$ cat src/rtl/processor_mc.sv
`default_nettype none
// ============================================================================
//  Module   : processor_mc
//  Brief    : Multi-cycle RV32I core (FETCH/EXEC/MEM/WB) with valid-qualified
//             IMEM/DMEM handshakes, memory wait timeout and sticky halt.
//             Optional feature macro: PROCESSOR_MC_COUNTERS_EN (cycle/instret
//             counters readable through CSRRS).
//  Revision : 1.0 - initial release
// ============================================================================
module processor_mc #(
    parameter logic [31:0] RESET_PC    = 32'h0000_0000,
    parameter int unsigned MEM_TIMEOUT = 16,
    parameter int unsigned TMO_W       = 8
) (
    input  logic        clk,
    input  logic        reset,
    output logic [31:0] op_inst_addr,
    output logic        op_inst_rd,
    input  logic        ip_inst_valid,
    input  logic [31:0] ip_inst_from_imem,
    output logic [31:0] op_data_addr,
    output logic        op_data_wr,
    output logic [3:0]  op_data_mask,
    output logic [31:0] op_data_from_proc,
    output logic        op_data_rd,
    input  logic        ip_data_valid,
    input  logic [31:0] ip_data_from_dmem,
    output logic        op_halt
);

    localparam logic [6:0]  c_OPC_LUI    = 7'b0110111;
    localparam logic [6:0]  c_OPC_AUIPC  = 7'b0010111;
    localparam logic [6:0]  c_OPC_JAL    = 7'b1101111;
    localparam logic [6:0]  c_OPC_JALR   = 7'b1100111;
    localparam logic [6:0]  c_OPC_BRANCH = 7'b1100011;
    localparam logic [6:0]  c_OPC_LOAD   = 7'b0000011;
    localparam logic [6:0]  c_OPC_STORE  = 7'b0100011;
    localparam logic [6:0]  c_OPC_OPIMM  = 7'b0010011;
    localparam logic [6:0]  c_OPC_OP     = 7'b0110011;
    localparam logic [6:0]  c_OPC_SYSTEM = 7'b1110011;
    localparam logic [31:0] c_NOP        = 32'h0000_0013;
    localparam bit          c_TMO_EN     = (MEM_TIMEOUT != 0);
    localparam logic [TMO_W-1:0] c_TMO_LAST =
        TMO_W'((MEM_TIMEOUT == 0) ? 0 : MEM_TIMEOUT - 1);

    typedef enum logic [1:0] {
        S_FETCH = 2'd0,
        S_EXEC  = 2'd1,
        S_MEM   = 2'd2,
        S_WB    = 2'd3
    } state_t;

    state_t            r_state;
    state_t            w_next_state;
    logic [31:0]       r_pc;
    logic [31:0]       r_ir;
    logic [31:0]       r_alur;
    logic [31:0]       r_npc;
    logic [31:0]       r_mdr;
    logic [TMO_W-1:0]  r_wait_cnt;
    logic              r_halt;
    logic [31:0]       r_regs [0:31];

    // ------------------------------------------------------------------
    // Decode, always from IR
    // ------------------------------------------------------------------
    logic [6:0]  w_opcode;
    logic [4:0]  w_rd;
    logic [4:0]  w_rs1_idx;
    logic [4:0]  w_rs2_idx;
    logic [2:0]  w_funct3;
    logic [31:0] w_imm_i;
    logic [31:0] w_imm_s;
    logic [31:0] w_imm_b;
    logic [31:0] w_imm_u;
    logic [31:0] w_imm_j;
    logic [31:0] w_rs1;
    logic [31:0] w_rs2;
    logic [31:0] w_pc_plus4;

    assign w_opcode   = r_ir[6:0];
    assign w_rd       = r_ir[11:7];
    assign w_funct3   = r_ir[14:12];
    assign w_rs1_idx  = r_ir[19:15];
    assign w_rs2_idx  = r_ir[24:20];
    assign w_imm_i    = {{20{r_ir[31]}}, r_ir[31:20]};
    assign w_imm_s    = {{20{r_ir[31]}}, r_ir[31:25], r_ir[11:7]};
    assign w_imm_b    = {{19{r_ir[31]}}, r_ir[31], r_ir[7], r_ir[30:25], r_ir[11:8], 1'b0};
    assign w_imm_u    = {r_ir[31:12], 12'h000};
    assign w_imm_j    = {{11{r_ir[31]}}, r_ir[31], r_ir[19:12], r_ir[20], r_ir[30:21], 1'b0};
    assign w_rs1      = (w_rs1_idx == 5'd0) ? 32'h0 : r_regs[w_rs1_idx];
    assign w_rs2      = (w_rs2_idx == 5'd0) ? 32'h0 : r_regs[w_rs2_idx];
    assign w_pc_plus4 = r_pc + 32'd4;

    // ------------------------------------------------------------------
    // ALU and branch comparator
    // ------------------------------------------------------------------
    logic [31:0] w_alu_b;
    logic [31:0] w_alu_out;
    logic        w_taken;

    assign w_alu_b = (w_opcode == c_OPC_OP) ? w_rs2 : w_imm_i;

    always_comb begin
        w_alu_out = 32'h0;
        case (w_funct3)
            // Bit 30 means SUB only for register-register ops; ADDI immediates reuse it
            3'b000: w_alu_out = ((w_opcode == c_OPC_OP) && r_ir[30]) ? (w_rs1 - w_alu_b)
                                                                   : (w_rs1 + w_alu_b);
            3'b001: w_alu_out = w_rs1 << w_alu_b[4:0];
            3'b010: w_alu_out = ($signed(w_rs1) < $signed(w_alu_b)) ? 32'd1 : 32'd0;
            3'b011: w_alu_out = (w_rs1 < w_alu_b) ? 32'd1 : 32'd0;
            3'b100: w_alu_out = w_rs1 ^ w_alu_b;
            3'b101: w_alu_out = r_ir[30] ? 32'($signed(w_rs1) >>> w_alu_b[4:0])
                                         : (w_rs1 >> w_alu_b[4:0]);
            3'b110: w_alu_out = w_rs1 | w_alu_b;
            default: w_alu_out = w_rs1 & w_alu_b;
        endcase
    end

    always_comb begin
        w_taken = 1'b0;
        case (w_funct3)
            3'b000:  w_taken = (w_rs1 == w_rs2);
            3'b001:  w_taken = (w_rs1 != w_rs2);
            3'b100:  w_taken = ($signed(w_rs1) <  $signed(w_rs2));
            3'b101:  w_taken = ($signed(w_rs1) >= $signed(w_rs2));
            3'b110:  w_taken = (w_rs1 <  w_rs2);
            3'b111:  w_taken = (w_rs1 >= w_rs2);
            default: w_taken = 1'b0;
        endcase
    end

`ifdef PROCESSOR_MC_COUNTERS_EN
    logic [63:0] r_cycle;
    logic [63:0] r_instret;
    logic [31:0] w_csr_val;

    always_ff @(posedge clk or negedge reset) begin
        if (!reset) begin
            r_cycle   <= 64'h0;
            r_instret <= 64'h0;
        end else if (!r_halt) begin
            r_cycle <= r_cycle + 64'd1;
            if (r_state == S_WB) begin
                r_instret <= r_instret + 64'd1;
            end
        end
    end

    always_comb begin
        case (r_ir[31:20])
            12'hC00: w_csr_val = r_cycle[31:0];
            12'hC80: w_csr_val = r_cycle[63:32];
            12'hC02: w_csr_val = r_instret[31:0];
            12'hC82: w_csr_val = r_instret[63:32];
            default: w_csr_val = 32'h0;
        endcase
    end
`endif

    // ------------------------------------------------------------------
    // Per-opcode result, next PC and control
    // ------------------------------------------------------------------
    logic [31:0] w_result;
    logic [31:0] w_npc;
    logic        w_wr_en;
    logic        w_is_load;
    logic        w_is_store;
    logic        w_misaligned;

    always_comb begin
        w_result   = w_alu_out;
        w_npc      = w_pc_plus4;
        w_wr_en    = 1'b0;
        w_is_load  = 1'b0;
        w_is_store = 1'b0;
        case (w_opcode)
            c_OPC_LUI:    begin w_result = w_imm_u;          w_wr_en = 1'b1; end
            c_OPC_AUIPC:  begin w_result = r_pc + w_imm_u;   w_wr_en = 1'b1; end
            c_OPC_JAL: begin
                w_result = w_pc_plus4;
                w_npc    = r_pc + w_imm_j;
                w_wr_en  = 1'b1;
            end
            c_OPC_JALR: begin
                w_result = w_pc_plus4;
                w_npc    = (w_rs1 + w_imm_i) & ~32'd1;
                w_wr_en  = 1'b1;
            end
            c_OPC_BRANCH: begin
                if (w_taken) begin
                    w_npc = r_pc + w_imm_b;
                end
            end
            c_OPC_LOAD: begin
                w_result  = w_rs1 + w_imm_i;
                w_is_load = 1'b1;
                w_wr_en   = 1'b1;
            end
            c_OPC_STORE: begin
                w_result   = w_rs1 + w_imm_s;
                w_is_store = 1'b1;
            end
            c_OPC_OPIMM, c_OPC_OP: w_wr_en = 1'b1;
`ifdef PROCESSOR_MC_COUNTERS_EN
            c_OPC_SYSTEM: begin
                if ((w_funct3 == 3'b010) && (w_rs1_idx == 5'd0)) begin
                    w_result = w_csr_val;
                    w_wr_en  = 1'b1;
                end
            end
`endif
            default: ;
        endcase
    end

    assign w_misaligned = (w_is_load || w_is_store) &&
                          (((w_funct3[1:0] == 2'b01) && w_result[0]) ||
                           ((w_funct3[1:0] == 2'b10) && (w_result[1:0] != 2'b00)));

    // ------------------------------------------------------------------
    // Load lane extraction and store lane formatting
    // ------------------------------------------------------------------
    logic [7:0]  w_lane_b;
    logic [15:0] w_lane_h;
    logic [31:0] w_load_val;

    assign w_lane_b = 8'(ip_data_from_dmem >> {r_alur[1:0], 3'b000});
    assign w_lane_h = r_alur[1] ? ip_data_from_dmem[31:16] : ip_data_from_dmem[15:0];

    always_comb begin
        case (w_funct3)
            3'b000:  w_load_val = {{24{w_lane_b[7]}}, w_lane_b};
            3'b001:  w_load_val = {{16{w_lane_h[15]}}, w_lane_h};
            3'b100:  w_load_val = {24'h0, w_lane_b};
            3'b101:  w_load_val = {16'h0, w_lane_h};
            default: w_load_val = ip_data_from_dmem;
        endcase
    end

    always_comb begin
        case (w_funct3[1:0])
            2'b00: begin
                op_data_mask      = 4'b0001 << r_alur[1:0];
                op_data_from_proc = {4{w_rs2[7:0]}};
            end
            2'b01: begin
                op_data_mask      = r_alur[1] ? 4'b1100 : 4'b0011;
                op_data_from_proc = {2{w_rs2[15:0]}};
            end
            default: begin
                op_data_mask      = 4'b1111;
                op_data_from_proc = w_rs2;
            end
        endcase
    end

    // ------------------------------------------------------------------
    // FSM
    // ------------------------------------------------------------------
    logic w_waiting;
    logic w_wait_clr;
    logic w_tmo;
    logic w_halt_set;
    logic w_rf_we;

    always_ff @(posedge clk or negedge reset) begin
        if (!reset) begin
            r_state <= S_FETCH;
        end else begin
            r_state <= w_next_state;
        end
    end

    always_comb begin
        w_next_state = r_state;
        op_inst_rd   = 1'b0;
        op_data_rd   = 1'b0;
        op_data_wr   = 1'b0;
        if (!r_halt) begin
            case (r_state)
                S_FETCH: begin
                    op_inst_rd = 1'b1;
                    if (ip_inst_valid) begin
                        w_next_state = S_EXEC;
                    end
                end
                S_EXEC: begin
                    // A misaligned access parks here with halt set
                    if (w_misaligned) begin
                        w_next_state = S_EXEC;
                    end else if (w_is_load || w_is_store) begin
                        w_next_state = S_MEM;
                    end else begin
                        w_next_state = S_WB;
                    end
                end
                S_MEM: begin
                    op_data_rd = w_is_load;
                    op_data_wr = w_is_store;
                    if (ip_data_valid) begin
                        w_next_state = S_WB;
                    end
                end
                default: w_next_state = S_FETCH;
            endcase
        end
    end

    assign w_waiting  = ((r_state == S_FETCH) && !ip_inst_valid) ||
                        ((r_state == S_MEM)   && !ip_data_valid);
    assign w_wait_clr = (w_next_state != r_state) &&
                        ((w_next_state == S_FETCH) || (w_next_state == S_MEM));
    assign w_tmo      = c_TMO_EN && w_waiting && (r_wait_cnt == c_TMO_LAST);
    assign w_halt_set = w_tmo || ((r_state == S_EXEC) && w_misaligned);
    assign w_rf_we    = (r_state == S_WB) && !r_halt && w_wr_en && (w_rd != 5'd0);

    always_ff @(posedge clk or negedge reset) begin
        if (!reset) begin
            r_pc       <= RESET_PC;
            r_ir       <= c_NOP;
            r_alur     <= 32'h0;
            r_npc      <= RESET_PC;
            r_mdr      <= 32'h0;
            r_wait_cnt <= '0;
            r_halt     <= 1'b0;
        end else if (!r_halt) begin
            if (w_halt_set) begin
                r_halt <= 1'b1;
            end
            if (w_wait_clr) begin
                r_wait_cnt <= '0;
            end else if (w_waiting) begin
                r_wait_cnt <= r_wait_cnt + TMO_W'(1);
            end
            case (r_state)
                S_FETCH: if (ip_inst_valid) r_ir <= ip_inst_from_imem;
                S_EXEC: begin
                    r_alur <= w_result;
                    r_npc  <= w_npc;
                end
                S_MEM:   if (ip_data_valid) r_mdr <= w_load_val;
                default: r_pc <= r_npc;
            endcase
        end
    end

    always_ff @(posedge clk) begin
        if (w_rf_we) begin
            r_regs[w_rd] <= w_is_load ? r_mdr : r_alur;
        end
    end

    assign op_inst_addr = r_pc;
    assign op_data_addr = r_alur;
    assign op_halt      = r_halt;

endmodule
`default_nettype wire
$ cat config.mk
export PLATFORM = sky130hd
export DESIGN_NAME = processor_mc
export DESIGN_NICKNAME = d
export VERILOG_FILES = /design/src/rtl/processor_mc.sv
export SDC_FILE = /design/constraint.sdc
export NUM_CORES = 2
export LEC_CHECK = 0
export ABC_CLOCK_PERIOD_IN_PS = 9750
export CORE_UTILIZATION = 55
export CTS_BUF_LIST = sky130_fd_sc_hd__clkbuf_2
export CTS_CLUSTER_SIZE = 20
export DETAILED_ROUTE_END_ITERATION = 10
export PLACE_DENSITY = 0.72
export RECOVER_POWER = 25
export SETUP_SLACK_MARGIN = 0.4
export SYNTH_ARGS = -nofsm -noshare
export SYNTH_HDL_FRONTEND = slang
export SYNTH_SLANG_ARGS = --single-unit
$ cat constraint.sdc
create_clock -name clk -period 9.75 [get_ports clk]
set_input_delay 1.95 -clock clk [delete_from_list [all_inputs] [get_ports clk]]
set_output_delay 1.95 -clock clk [all_outputs]
set_load 0.02 [all_outputs]
# Word level (Yosys, flattened, before mapping)
# Memories as Yosys holds them, arrays and structs flattened.
# Index checks and enable logic that the tools add are counted.
dict set report totals {
  regBits 171
  ramBits 1024
  input_bits 68
  out_inout_bits 104
  wordCells 136
  mem_count 1
}
# memory depth width rd rd_clocked_by_memory_dff write_ports line
set memory_table {}
lappend memory_table {r_regs 32 32 2 0 1 62} ;# logic [31:0] r_regs [0:31];
dict set report op_classes {
  n_addsub 9
  magnitude_cmp 6
  eq_ne 26
  n_shift 5
  n_mux 39
  bitwise 5
  reduce_logical 37
}
# cell count
set op_table {}
lappend op_table {{32-bit two-way mux} 7}
lappend op_table {{32-bit case mux with 7 select lines} 1}
lappend op_table {{32-bit adder} 6}
lappend op_table {{32-bit case mux with 5 select lines} 1}
lappend op_table {{32-bit < comparator} 4}
lappend op_table {{32-bit case mux with 4 select lines} 1}
lappend op_table {{32-bit case mux with 3 select lines} 1}
lappend op_table {{32-bit greater-or-equal comparator} 2}
lappend op_table {{32-bit case mux with 2 select lines} 1}
lappend op_table {{32-bit by 3-bit adder with 32-bit output (second input constant)} 1}
lappend op_table {{32-bit bitwise AND} 1}
lappend op_table {{32-bit equality test} 1}
lappend op_table {{32-bit != test} 1}
lappend op_table {{32-bit OR} 1}
lappend op_table {{32-bit by 5-bit left shift with 32-bit output} 1}
lappend op_table {{32-bit by 5-bit right shift with 32-bit output} 1}
lappend op_table {{32-bit by 5-bit right shift with 8-bit output} 1}
lappend op_table {{32-bit by 5-bit >>> shifter with 32-bit output} 1}
lappend op_table {{32-bit subtractor} 1}
lappend op_table {{32-bit XOR} 1}
lappend op_table {{7-bit by 6-bit equality test with 1-bit output (second input constant)} 3}
lappend op_table {{7-bit equality test (second input constant)} 3}
lappend op_table {{1-bit two-way mux} 16}
lappend op_table {{16-bit two-way mux} 1}
lappend op_table {{31 further kinds} 69}

# Logic depth before layout (Yosys ltp)
dict set report depth {
  word_depth 19
  ltp_mapped 29
  mapped_depth_nobuf 21
}

# Least setup slack after synthesis
# No wires, ideal clock.
dict set report synth_timing {
  path_type {flip-flop to flip-flop}
  from {register r_ir[20]}
  to {register r_alur[31], in the netlist op_data_addr[31]}
  setup_time_ns 0.123
  t_arrival_ns 6.022
  required_ns 9.627
  setup_slack_ns 3.606
  path_stages_with_launch 25
  n_path_buf 7
  synth_period_minus_slack_ns 6.144
  path_cell_list {dfrtp_1 -> buf_6 -> buf_6 -> buf_6 -> buf_4 -> buf_2 -> buf_2 -> buf_1 -> mux2i_1 -> o221ai_1 -> o22ai_1 -> nor3_1 -> o21ai_0 -> o21ai_0 -> ha_1 -> or4_1 -> a211oi_1 -> o41a_1 -> o31ai_1 -> o41ai_1 -> a311oi_1 -> o311a_1 -> xor2_1 -> o211ai_1 -> o221a_2}
}
dict set report synth_via {
  elab_chain_cells 7
  elab_cells_between_ends 18
  cone_classes {add/sub (4); shift (3); mux (6); bitwise (3); reduce/logical (1); memory (1)}
}
# element line
set synth_lines {}
lappend synth_lines {{start: declaration} 56} ;# logic [31:0] r_ir;
lappend synth_lines {{start signal: assignment} 322} ;# r_ir <= c_NOP;
lappend synth_lines {{start signal: assignment} 338} ;# S_FETCH: if (ip_inst_valid) r_ir <= ip_inst_from_imem;
lappend synth_lines {{memory 32 x 32 bit / 5-bit zero test (equally long branches)} n/a}
lappend synth_lines {{32-bit two-way mux} 92} ;# assign w_rs2 = (w_rs2_idx == 5'd0) ? 32'h0 : r_regs[w_rs2_idx];
lappend synth_lines {{32-bit two-way mux} 102} ;# assign w_alu_b = (w_opcode == c_OPC_OP) ? w_rs2 : w_imm_i;
lappend synth_lines {{32-bit adder (tied with other cells)} 109} ;# : (w_rs1 + w_alu_b);
lappend synth_lines {{32-bit two-way mux (on tied branches)} {108, 114}}
lappend synth_lines {{32-bit case mux with 7 select lines} 106} ;# case (w_funct3)
lappend synth_lines {{32-bit case mux with 5 select lines *} 178} ;# case (w_opcode)
lappend synth_lines {{end signal: assignment} 340} ;# r_alur <= w_result;
lappend synth_lines {{end: declaration} 57} ;# logic [31:0] r_alur;
# Every way passes the cells marked *; elsewhere a longest branch is shown, timed or not.
# A chain may end at the register's enable or synchronous reset.

# Worst setup path in the final report
dict set report layout_timing {
  from {register r_ir[21]}
  to {output port op_data_from_proc[31]}
}
dict set report layout_via {
  elab_chain_cells 3
  elab_cells_between_ends 4
  cone_classes {mux (2); reduce/logical (1); memory (1)}
}
# element line
set layout_lines {}
lappend layout_lines {{memory 32 x 32 bit / 5-bit zero test (equally long branches)} n/a}
lappend layout_lines {{32-bit two-way mux *} 92}
lappend layout_lines {{32-bit case mux with 2 select lines *} 243} ;# case (w_funct3[1:0])
lappend layout_lines {{end: declaration} 24} ;# output logic [31:0] op_data_from_proc,
# Marks and branches as above.

==> summary.md <==
| Metric | Value |
|---|---|
| RSZ-0062 raised after global routing | false |
| Final WL | 304 mm |
| Crit share post-route | 94.1% |
| Total GRT Usage | 44.2% |
| Synthesized area | 73600 sq um |
| Total CTS buffers | 320 |
| Max Clk Rate | 109 MHz |
| R2R Setup Slk | 1.58 ns |
| WP data required | 7.80 ns |
| Clock Pin Slew Worst Setup and Hold Paths | 0.10 ns |
| First-pass iteration count of the detailed router | 7 |
| Setup crit start kind | register |
| Worst Max-Slew Pin Slew | 3.93 ns |
| Final RePlAce weighted congestion | 1.05 |
| Worst Hold End | r_npc[0] |
| Area leader, netlist | edfxtp_1 |
| Share of layout cells above drive strength 1 | 18.3% |
| Top post-synthesis cells by area | edfxtp_1 42%, mux4_2 10%, mux2i_1 6.5% |
| Post-DP HPWL | 202 mm |
| Total global routing overflow | 0 |
| Sink Count | 1195 |
| Reg2Reg Depth | 19 |
| Synthesis-stage register bit count | 1195 |
| FP Rows | 133 |
| Drt wl/cell | 36.3 um |
| Synth top area share | 41.8% |
| Slew Viols, Final | 377 |
| Antenna violations before repair | 28 |
| CP Capture Type | primary output |
| Crit Reg-Reg Startpoint | r_ir[22] |
| Syn_area_per_cell | 12.0 sq um |
| Register area share after synthesis | 47.6% |
| Placed insts | 7815 |
| I/O pins | 172 |
| Root Buffer | clkbuf_2 |
| Primary FF master, synth | edfxtp_1 |
| Die H | 368 um |
| Setup TNS | 0 ns |
| Synth top cells by count | 1024 x edfxtp_1, 480 x mux2i_1, 415 x a21oi_1, 348 x nand2_1, 342 x nor2_1 |
| DRC violations left | 0 |
| Hold buffers post-CTS | 0 |
| Hold Crit Class | register to register |
| Warnings from Yosys | 0 |
| Die ar. | 135000 sq um |
| Post-CTS Setup Bufs | 0 |
| Post-layout nets | 6678 |
| Area growth syn-to-layout | 8.68% |
| Htree depth | 5 |
| EDFF count, synth | 1024 |
| R2r endpoint | op_data_addr[11] |
| Post-route ant nets | 0 |
| # setup viols final | 0 |
| Tmin final | 9.17 ns |
| Synthesized instance count | 6133 |
| DR vias | 61200 |
| Vias per Instance | 7.31 |
| Count leader, synth | edfxtp_1 |
| CTS resizes | 0 |
| First-pass GRT wire length | 426 mm |
| Status | complete, but fails checks |
| CP Max Fanout | 75 |
| Vias in the first global route | 58200 |
| Fin. Hold Viols | 0 |
| CP Launch Point | r_ir[21] |
| Hold depth | 2 |
| Failing checks | max-capacitance violations, max-slew violations |
| Worst Skew | 0.400 ns |
| Slew HR | -162% |
| Max-cap violations | 10 |
| Largest net degree at the start of global routing | 121 |
| Ys async rst share | 14.3% |
| Post-synth cell types | 103 |
| Final Instance Count excl. Fillers | 8364 |
| Worst hold start | r_npc[0] |
| Die X | 368 um |
| CP Data Arrival Time | 7.22 ns |
| Number of port buffers | 171 |
| Initial Util | 55.7% |
| Core area | 132000 sq um |
| Clock latency on the worst-skew pair | 1.88 ns |
| CTS Buffer Depth | 4 |
| CTS tree | yes |
| Crit path kind | register to primary output |
| Detailed router's first-iteration violation count | 9374 |
==> worst max-delay path by stage <==
| stage | to | slack [ns] | cells past startpoint |
|---|---|---|---|
| 3_3_place_gp | op_data_addr[23] | 1.96 | 19 |
| 5_1_grt | op_data_from_proc[31] | 0.54 | 12 |
| 2_1_floorplan | op_data_addr[31] | 3.61 | 24 |
| 4_1_cts | op_data_from_proc[31] | 0.65 | 12 |
| 3_5_place_dp | op_data_addr[23] | 1.84 | 19 |
| 6_report | op_data_from_proc[31] | 0.58 | 12 |
==> layer usage <==
metal / global-route usage [%] / wire, um / share of wire, %
met5: 0 / 114 / 0.038
met4: 27.3 / 21600 / 7.1
met3: 10.9 / 38000 / 12
met2: 65.3 / 132000 / 44
met1: 58.7 / 112000 / 37
==> sequential cells by signal (all words and copies together), names as in the netlist <==
name          cells
r_regs         1024
op_data_addr     32
op_inst_addr     32
r_ir             32
r_mdr            32
r_npc            32
r_wait_cnt        8
r_state           2
op_halt           1
==> through the flow <==
step                      worst slack [ns]  instance area [sq um]  hold WS [ns]  utilization [%]
after floorplan                       3.61                  73800         0.442                -
after global placement                1.96                  77400         0.457             58.6
after detailed placement              1.84                  77400         0.463             58.6
after CTS                            0.645                  80000         0.144             60.6
after global routing                 0.542                  80000         0.509             60.6
final                                0.578                  80000         0.485             60.6
==> critical path, cell delays in order, from the launching register on <==
cell             delay [ns]
dfrtp_4                0.53
buf_4                  0.69
nand2_4                0.85
buf_4                  0.51
o221ai_1               0.25
o22ai_1                0.13
nor3_1                 0.33
o21ai_0                0.32
buf_4                  0.36
inv_1                  0.22
a211oi_1               0.15
a21oi_1                0.58
clkdlybuf4s50_1        0.73
==> placed cells by master, fill, tap and decap left out, drive strengths merged, types with 160 or more instances in the layout <==
cell / count
clkbuf: 429
o21ai: 347
dfrtp: 168
inv: 160
buf: 177
nand2: 348
edfxtp: 1024
clkdlybuf4s50: 170
nor2: 345
a21oi: 415
mux2i: 480
mux4: 347
ha: 221
==> kinds of logic (layout without fill, tap and decap cells) <==
family / count (synthesis) / count (layout) / share of synthesized area (%)
buf+inv: 619 / 1048 / 3.68
compound gates: 1760 / 1760 / 15.9
mux: 961 / 961 / 19.3
xor+xnor: 160 / 160 / 1.90
other cells: 1 / 48 / 0.00509
fa+ha+maj: 228 / 228 / 3.95
simple gates: 1209 / 1209 / 7.68
flops: 1195 / 1195 / 47.6
==> cell type report <==
| type | instances | area [sq um] |
|---|---|---|
| fill | 10600 | 52100 |
| multi-input combinational | 4350 | 36400 |
| sequential | 1195 | 35100 |
| timing repair buffer | 357 | 3140 |
| tap | 1755 | 2200 |
| clock buffer | 419 | 2100 |
| inverter | 158 | 593 |
| clock inverter | 114 | 517 |
| antenna | 16 | 40.0 |
Power is left out: the tool's default activity adds up to more than one toggle a clock period on the data nets, which glitch-free logic cannot reach.
